File: config.mk
export PLATFORM = sky130hd
export DESIGN_NAME = gouram_trace_serialiser
export DESIGN_NICKNAME = d
export VERILOG_FILES = /design/src/rtl/gouram_trace_serialiser.sv
export SDC_FILE = /design/constraint.sdc
export NUM_CORES = 1
export LEC_CHECK = 0
export CAP_MARGIN = 20
export CORE_MARGIN = 5
export CORE_UTILIZATION = 52
export DETAILED_ROUTE_END_ITERATION = 10
export PLACE_DENSITY = 0.75
export SYNTH_ARGS = -nofsm -noshare
export SYNTH_HDL_FRONTEND = slang
export SYNTH_SLANG_ARGS = --single-unit
File: constraint.sdc
create_clock -name clk -period 4.5 [get_ports clk]
set_clock_uncertainty 0.2 [all_clocks]
set_input_delay 0.45 -clock clk [delete_from_list [all_inputs] [get_ports clk]]
set_output_delay 0.45 -clock clk [all_outputs]
set_load 0.005 [all_outputs]
File: src/rtl/gouram_trace_serialiser.sv
// Buffers 128-bit gouram trace records in a small FIFO and drains each one as
// four 32-bit valid/ready beats, least significant word first; full-FIFO drops are counted.
module gouram_trace_serialiser #(
  parameter int FIFO_DEPTH     = 4,
  parameter int DROP_CNT_WIDTH = 16
) (
  input  logic                          clk,
  input  logic                          rst,
  input  logic [127:0]                  trace_data_i,
  input  logic                          trace_valid_i,
  output logic [31:0]                   m_tdata,
  output logic                          m_tvalid,
  input  logic                          m_tready,
  output logic                          m_tlast,
  output logic [$clog2(FIFO_DEPTH):0]   fifo_level,
  output logic                          overflow,
  output logic [DROP_CNT_WIDTH-1:0]     drop_count
);

  localparam int PW = $clog2(FIFO_DEPTH);
  localparam int LW = PW + 1;

  logic [127:0]              mem [FIFO_DEPTH];
  logic [PW-1:0]             wr_ptr;
  logic [PW-1:0]             rd_ptr;
  logic [LW-1:0]             level;
  logic [1:0]                beat;
  logic [31:0]               last_data;
  logic [DROP_CNT_WIDTH-1:0] drop_cnt;
  logic                      ovf;

  logic [127:0] head;
  logic [31:0]  head_word;
  logic         full;
  logic         xfer;
  logic         pop;
  logic         push;
  logic         drop;

  assign head = mem[rd_ptr];

  always_comb begin
    head_word = head[31:0];
    case (beat)
      2'd0: head_word = head[31:0];
      2'd1: head_word = head[63:32];
      2'd2: head_word = head[95:64];
      2'd3: head_word = head[127:96];
      default: head_word = head[31:0];
    endcase
  end

  // Valid comes purely from registered level, so there is no path from trace_valid_i or m_tready.
  assign m_tvalid = (level != '0);
  assign m_tdata  = m_tvalid ? head_word : last_data;
  assign m_tlast  = m_tvalid && (beat == 2'd3);

  assign full = (level == LW'(FIFO_DEPTH));
  assign xfer = m_tvalid && m_tready;
  assign pop  = xfer && (beat == 2'd3);
  assign push = trace_valid_i && (!full || pop);
  assign drop = trace_valid_i && full && !pop;

  assign fifo_level = level;
  assign overflow   = ovf;
  assign drop_count = drop_cnt;

  always_ff @(posedge clk) begin
    if (push) mem[wr_ptr] <= trace_data_i;
  end

  always_ff @(posedge clk) begin
    if (rst) begin
      wr_ptr    <= '0;
      rd_ptr    <= '0;
      level     <= '0;
      beat      <= '0;
      last_data <= '0;
      drop_cnt  <= '0;
      ovf       <= 1'b0;
    end else begin
      if (push) wr_ptr <= wr_ptr + PW'(1);
      if (pop)  rd_ptr <= rd_ptr + PW'(1);
      level <= level + LW'(push) - LW'(pop);
      // Remember the last presented word so the data bus holds steady once empty.
      if (xfer) begin
        last_data <= head_word;
        beat      <= beat + 2'd1;
      end
      if (drop) begin
        ovf <= 1'b1;
        if (drop_cnt != '1) drop_cnt <= drop_cnt + DROP_CNT_WIDTH'(1);
      end
    end
  end

endmodule

# Word-level counts from Yosys, hierarchy flattened
# Memories as Yosys holds them, arrays and structs flattened. A register that Yosys moved wholly into a read port is not among the register bits.
# Index checks and enable logic that the tools add are counted.
[word_totals] register_bits=58 ram_bits=512 in_bits=132 mem_count=1
[mem_list] memory="mem" depth=4 width=128 read_ports=1 rd_ports_with_merged_regs=1 write_ports=1 line="23" text="logic [127:0] mem [FIFO_DEPTH];"
[classes] n_addsub=6 eq_ne=5 mux=6 reduce_logical=12
[ops] op="32-bit case mux with 4 select lines" n=1
[ops] op="32-bit two-way mux" n=1
[ops] op="16-bit by 1-bit adder with 16-bit output (second input constant)" n=1
[ops] op="16-bit inequality test (second input constant)" n=1
[ops] op="2-bit by 1-bit adder with 2-bit output (second input constant)" n=3
[ops] op="1-bit logical AND" n=6
[ops] op="2-bit equality test (second input constant)" n=2
[ops] op="2-bit two-way mux" n=2
[ops] op="3-bit by 1-bit adder with 3-bit output" n=1
[ops] op="3-bit equality test (second input constant)" n=1
[ops] op="3-bit nonzero test" n=1
[ops] op="3-bit by 1-bit subtractor with 3-bit output" n=1
[ops] op="2-bit by 1-bit equality test with 1-bit output (second input constant)" n=1
[ops] op="1-bit logical NOT" n=2
[ops] op="2-bit logical NOT" n=1
[ops] op="1-bit two-way mux" n=2
[ops] op="2-bit AND reduction" n=1
[ops] op="1-bit logical OR" n=1

# Logic depth before layout (Yosys ltp)
# Gate-level depths: netlist of the first run.
[depth] depth_word=7 ltp_mapped=12 mapped_depth_nobuf=12

# Worst setup path before layout of the first run
# No wires, ideal clock.
[synth_path] path_type="register to register" from="register beat[1]" to="memory mem[1][0], enable pin" t_arrival_ns=4.080 t_required_ns=3.798 path_slack_ns=-0.282 path_stages_with_launch=5 path_buffers=0 cell_sequence="dfxtp_1 -> ha_1 -> a21boi_2 -> a21boi_1 -> and2_1"
[synth_via] elab_chain_len=6
[synth_rtl] item="start, declared" line="27" text="logic [1:0] beat;"
[synth_rtl] item="start signal, assigned" line="88" text="beat <= beat + 2'd1;"
[synth_rtl] item="2-bit equality test" line="60" text="assign pop = xfer && (beat == 2'd3);"
[synth_rtl] item="1-bit logical AND" line="60"
[synth_rtl] item="1-bit logical OR" line="61" text="assign push = trace_valid_i && (!full || pop);"
[synth_rtl] item="1-bit logical AND" line="61"
[synth_rtl] item="1-bit two-way mux" line="69" text="if (push) mem[wr_ptr] <= trace_data_i;"
[synth_rtl] item="1-bit two-way mux (not written as such)" line="69"
[synth_rtl] item="end, declared" line="23"
# No other way between the ends.

==> results.yml, run 1 <==
synth:
  synth_area_sq_um: 22580
  synth_top_cell_area_share_pct: 68.08
  ys_seq_elements: 572
  synth_flop_cell: "edfxtp_1"
  netlist_top_cells_area: "edfxtp_1 68%, mux2_2 7.4%, dfxtp_1 5.3%"
  avgSynthCellArea_sq_um: 18.26
  synth_cell_types: 46
  netlist_instances: 1237
  syn_nets: 1381
  synth_top_area_cell: "edfxtp_1"
  synth.most_common_cell: "edfxtp_1"
  synth_common_cells: "512 x edfxtp_1, 148 x mux2_2, 66 x mux2i_1, 60 x dfxtp_1, 45 x clkbuf_1"
  synth_edf_count: 512
  yosys_warnings: 0
  async_flop_share_pct: 0
  ys_seq_area_share_pct: 73.40
detailed_routing:
  routed_wl_um: 51080
  drtAntennaViolNets: 0
  first_iter_violations: 1202
  met1_length_um: 21480
  firstDrtPassIters: 7
  wl_per_cell_um: 24.66
  drc: 0
  wl_met2_um: 24840
  dr_wl_met3_um: 3625
  via_per_inst: 5.894
  top_layer: "met5"
  vias: 12210
sta:
  tightestPinTransition_ps: 1129
  finalCriticalPeriod_ps: 4150
  grt_setup_unrepaired: "no"
  finalSetupViolCount: 0
  drv_slew: 0
  max-slew-margin-rel_pct: 24.71
  final.setup.worst_slack_ps: 350.4
  final.period_utilization_pct: 92.21
  fmax_mhz: 241.0
  tns_ps: 0
  hold_viol: 0
global_route:
  grt_pass1_wl_um: 76910
  grt_pass1_vias: 12720
  grt_overflow: 0
  track_usage_pct: 21.22
  grt_max_degree: 87
  grt_antenna_before_repair: 8
setup_path:
  path_max_fanout: 32
  reg2reg_slack_ps: 1340
  critPathMaxStageDelay_ps: 980
  crit_path_end_kind: "primary output"
  critical_path.slowest_cell: "and2_2"
  arrival_ps: 3500
  rr_worst_depth: 12
  path_cells: "and2_2 -> a222oi_1 -> a31oi_1 -> mux2_2 -> clkdlybuf4s50_1"
  reg2reg_to: "fifo_level[2]"
  rr_startpoint: "beat[1]"
  cp_data_required_time_ps: 3850
  path_class: "register to primary output"
  worstSetupStartpointType: "register"
floorplanning:
  dieArea_sq_um: 47700
  die_h_um: 218.4
  rows: 76
  core_area_sq_um: 42980
  die_x_um: 218.4
  pin_count: 186
  initial_core_util_pct: 52.54
power:
  ir_drop_mv: 0.3220
  leakage_nw: 8.702
  power_density_nw_per_um2: 504.3
cells_and_area:
  design_area_sq_um: 27170
  syn2layout_area_growth_pct: 20.30
  fill_cells: 3062
  nNetsFinal: 1581
  drive_above_1_share_pct: 22.12
clock_network:
  tritoncts: "yes"
  clock_path_buffers: 3
  clk_latency_ps: 600
  cts-root-buf: "clkbuf_16"
  post-cts-setup-buffer-count: 0
  clock_sink_count: 572
  h-tree-depth: 2
  numCtsBuffers: 55
  cts_resized: 0
  postCtsHoldBufs: 0
  path_clk_slew_ps: 60
placement:
  routabilityCongestion: 0.8332
  hpwlAfterDp_um: 29820
  preCtsSetupSlack_ps: 982.0
  io_buffers: 185
  placed_area_sq_um: 25340
hold_path:
  hold_path_class: "register to register"
  hold-path-endpoint: "last_data[1]"
  hold_depth: 1
  min_from: "last_data[1]"
job:
  drv_cap: 0
run_status:
  outcome: "finished clean"
-- cells in the final DEF (no fill, tap or decap), types with 4 or more instances in the layout --
cell type / Yosys / routed
clkbuf_16: 0 / 56
nor2b_1: 42 / 41
nand2_1: 12 / 12
a31oi_1: 32 / 32
clkbuf_1: 45 / 21
nand4_1: 5 / 5
mux2_2: 148 / 148
a22o_1: 32 / 32
bufinv_16: 0 / 4
a21oi_1: 42 / 41
mux4_2: 32 / 32
buf_12: 3 / 20
a222oi_1: 32 / 32
nand3_1: 6 / 6
xnor2_1: 4 / 4
edfxtp_1: 512 / 512
and2_4: 0 / 4
nor2_1: 23 / 22
dfxtp_1: 60 / 58
clkinv_2: 0 / 6
clkbuf_8: 0 / 11
clkdlybuf4s50_1: 0 / 185
buf_4: 1 / 10
mux2i_1: 66 / 66
mux2_4: 20 / 20
o22a_1: 32 / 32
ha_1: 11 / 10
inv_1: 10 / 10
-- report_power, final --
part | leakage, nW | switching [mW] | internal (mW)
Combinational | 2.63 | 1.33 | 1.22
Sequential | 5.18 | 0.156 | 6.42
Clock | 0.890 | 1.87 | 2.71
Total | 8.70 | 3.35 | 10.3
-- per-layer routing --
metal | global-route usage [%] | up-vias
met1 | 29.12 | 6260
li1 | - | 5409
met3 | 4.377 | 85
met4 | 6.301 | 10
met5 | 0 | -
met2 | 34.77 | 443
-- cells by family after synthesis --
| logic type | Yosys count | synth area share [%] |
|---|---|---|
| buffers and inverters | 82 | 1.745 |
| multiplexers | 267 | 14.88 |
| AO/OA/AOI/OAI | 184 | 6.216 |
| AND/OR/NAND/NOR | 114 | 2.831 |
| XOR/XNOR | 6 | 0.2327 |
| flip-flops | 572 | 73.40 |
| adder cells (fa/ha/maj) | 12 | 0.6981 |
-- registers in the layout, summed over array words and instances (netlist names), named ones only --
name and cells:
beat 2, drop_count 16, fifo_level 3, last_data 32
mem 512, overflow 1, rd_ptr 2, wr_ptr 2
-- final cells by class --
class / count / area (sq um) / area share, %
clock inverter: 15 / 186.4 / 0.6862
timing repair buffer: 215 / 2327 / 8.566
tap: 585 / 732.0 / 2.694
clock buffer: 88 / 1632 / 6.006
inverter: 10 / 37.54 / 0.1382
multi-input combinational: 583 / 5662 / 20.84
sequential: 572 / 16580 / 61.04
antenna: 3 / 7.507 / 0.02763
-- per-stage QoR --
stage                     hold slack [ps]  utilization [%]  total power [mW]  std cells
after CTS                           248.4            63.19             13.81       2068
after floorplan                     245.3                -             7.973       1237
after global routing                267.6            63.21             14.25       2071
after detailed placement            261.9            58.96             9.242       1965
final                               275.5            63.21             13.70       2071
after global placement              257.7            58.96             9.183       1965
-- worst max-delay path: cells and delay by family (launching register included) --
kind	cells	cell delay (ps)
flip-flops	1	580
AND/OR/NAND/NOR	1	980
AO/OA/AOI/OAI	2	600
multiplexers	1	220
buffers and inverters	1	510
-- worst max-delay path by stage --
stage | startpoint | endpoint | slack, ps | cells after the start
2_1_floorplan | beat[1] | mem[0][0] | 1120 | 4
5_1_grt | register | m_tdata[31] | 190 | 5
6_report | register | m_tdata[22] | 350 | 5
3_3_place_gp | m_tready | fifo_level[2] | 1080 | 12
3_5_place_dp | register | m_tdata[14] | 980 | 5
4_1_cts | register | m_tdata[4] | 330 | 5
Note: power is estimated with default switching activity, not from simulation.
==> run 2, diff against run 1 <==
- SETUP_SLACK_MARGIN: not set -> 0.5
==> results.yml, run 2 (synthesized netlist as in run 1, its figures left out) <==
run_status:
  outcome: "finished clean"
sta:
  finalCriticalPeriod_ps: 3834
  hold_viol: 0
  tightestPinTransition_ps: 945.7
  finalSetupViolCount: 0
  tns_ps: 0
  max-slew-margin-rel_pct: 36.37
  final.period_utilization_pct: 85.20
  fmax_mhz: 260.8
  grt_setup_unrepaired: "no"
  drv_slew: 0
cells_and_area:
  layout_commonest_cell: "edfxtp_1"
  nNetsFinal: 1584
  syn2layout_area_growth_pct: 20.71
  fill_cells: 3051
  drive_above_1_share_pct: 22.27
  largest_reg_flops: 512
  fin_cells: 2076
  final_cell_mix: "512 x edfxtp_1, 185 x clkdlybuf4s50_1, 148 x mux2_2"
  top_register: "mem"
clock_network:
  numCtsBuffers: 55
  clock_path_buffers: 3
  path_clk_slew_ps: 60
  tritoncts: "yes"
  postCtsHoldBufs: 0
  h-tree-depth: 2
  clock_sink_count: 572
  clk_latency_ps: 590
  cts-root-buf: "clkbuf_16"
global_route:
  grt_pass1_wl_um: 77690
  grt_max_degree: 60
  grt_antenna_before_repair: 8
  track_usage_pct: 21.50
  grt_pass1_vias: 12800
  grt_overflow: 0
floorplanning:
  die_h_um: 218.4
  rows: 76
  dieArea_sq_um: 47700
  die_x_um: 218.4
  initial_core_util_pct: 52.54
  core_area_sq_um: 42980
  pin_count: 186
setup_path:
  reg2reg_to: "fifo_level[2]"
  rr_startpoint: "beat[1]"
  reg2reg_slack_ps: 1300
  path_max_fanout: 56
  rr_worst_depth: 12
  arrival_ps: 3180
  path_class: "register to primary output"
  worstSetupStartpointType: "register"
  cp_data_required_time_ps: 3850
  crit_path_end_kind: "primary output"
power:
  ir_drop_mv: 0.3219
  leakage_nw: 8.740
  finalPower_mw: 13.70
  power_density_nw_per_um2: 502.7
detailed_routing:
  first_iter_violations: 1201
  via_per_inst: 5.959
  firstDrtPassIters: 6
  vias: 12370
  drc: 0
  routed_wl_um: 52010
  drtAntennaViolNets: 0
  wl_per_cell_um: 25.05
placement:
  io_buffers: 185
  routabilityCongestion: 0.8332
  hpwlAfterDp_um: 29820
  dp.cells: 1965
job:
  drv_cap: 0
hold_path:
  hold_path_class: "register to register"
  hold-path-endpoint: "last_data[2]"
  hold_depth: 1
  min_from: "last_data[2]"
run 2: changes by cell type in the layout (fill, tap and decap cells not counted), sizes merged:
cell,change
bufbuf,+1
buf,+2
diode,+2
run 2: layout make-up:
cell class | instances | area, sq um | area share, %
Antenna cell | 5 | 12.51 | 0.04590
Clock buffer | 88 | 1632 | 5.985
Clock inverter | 15 | 186.4 | 0.6839
Inverter | 10 | 37.54 | 0.1377
Multi-Input combinational cell | 583 | 5670 | 20.80
Sequential cell | 572 | 16580 | 60.83
Tap cell | 585 | 732.0 | 2.685
Timing Repair Buffer | 218 | 2406 | 8.826
run 2: per-layer routing:
layer	share of wire (%)	global-route usage [%]	up-vias
li1	-	-	5411
met1	41	29.33	6383
met2	49	35.34	478
met3	7.6	4.557	89
met4	2.2	6.364	10
met5	0.15	0	-
run 2: critical path: stages (launching register included):
cell             delay [ps]
dfxtp_4                 550
buf_12                  330
mux2_2                  400
a222oi_1                260
a31oi_1                 170
mux2_2                  310
clkdlybuf4s50_1         460
run 2: stage by stage:
| step | cell area [sq um] | worst slack [ps] | hold WS (ps) | util (%) |
|---|---|---|---|---|
| floorplan | 22590 | 1122 | 245.3 | - |
| global placement | 25340 | 1076 | 257.7 | 58.96 |
| detailed placement | 25340 | 982.0 | 261.9 | 58.96 |
| CTS | 27210 | 508.7 | 248.4 | 63.30 |
| global route | 27260 | 513.2 | 267.6 | 63.42 |
| finish | 27260 | 665.9 | 276.7 | 63.42 |
run 2: how the worst max path moves through the flow:
stage | start | end | slack (ps) | depth (start not counted)
after floorplan | beat[1] | mem[0][0] | 1120 | 4
after global placement | m_tready | fifo_level[2] | 1080 | 12
after detailed placement | register | m_tdata[14] | 980 | 5
after CTS | register | m_tdata[19] | 510 | 6
after global routing | register | m_tdata[19] | 510 | 6
final | register | m_tdata[22] | 670 | 6
run 2: where the power goes:
part | internal, mW | total (mW) | switching [mW]
clock network | 2.71 | 4.58 | 1.87
registers | 6.42 | 6.58 | 0.156
logic | 1.22 | 2.55 | 1.33
total | 10.3 | 13.7 | 3.36
run 2: repair_timing:
item                                    CTS  global route
setup buffers                             0             2
cloned                                    1             0
endpoints found under the hold margin     0             0
endpoints found under the setup margin   32            22
gates resized for setup                   3             2
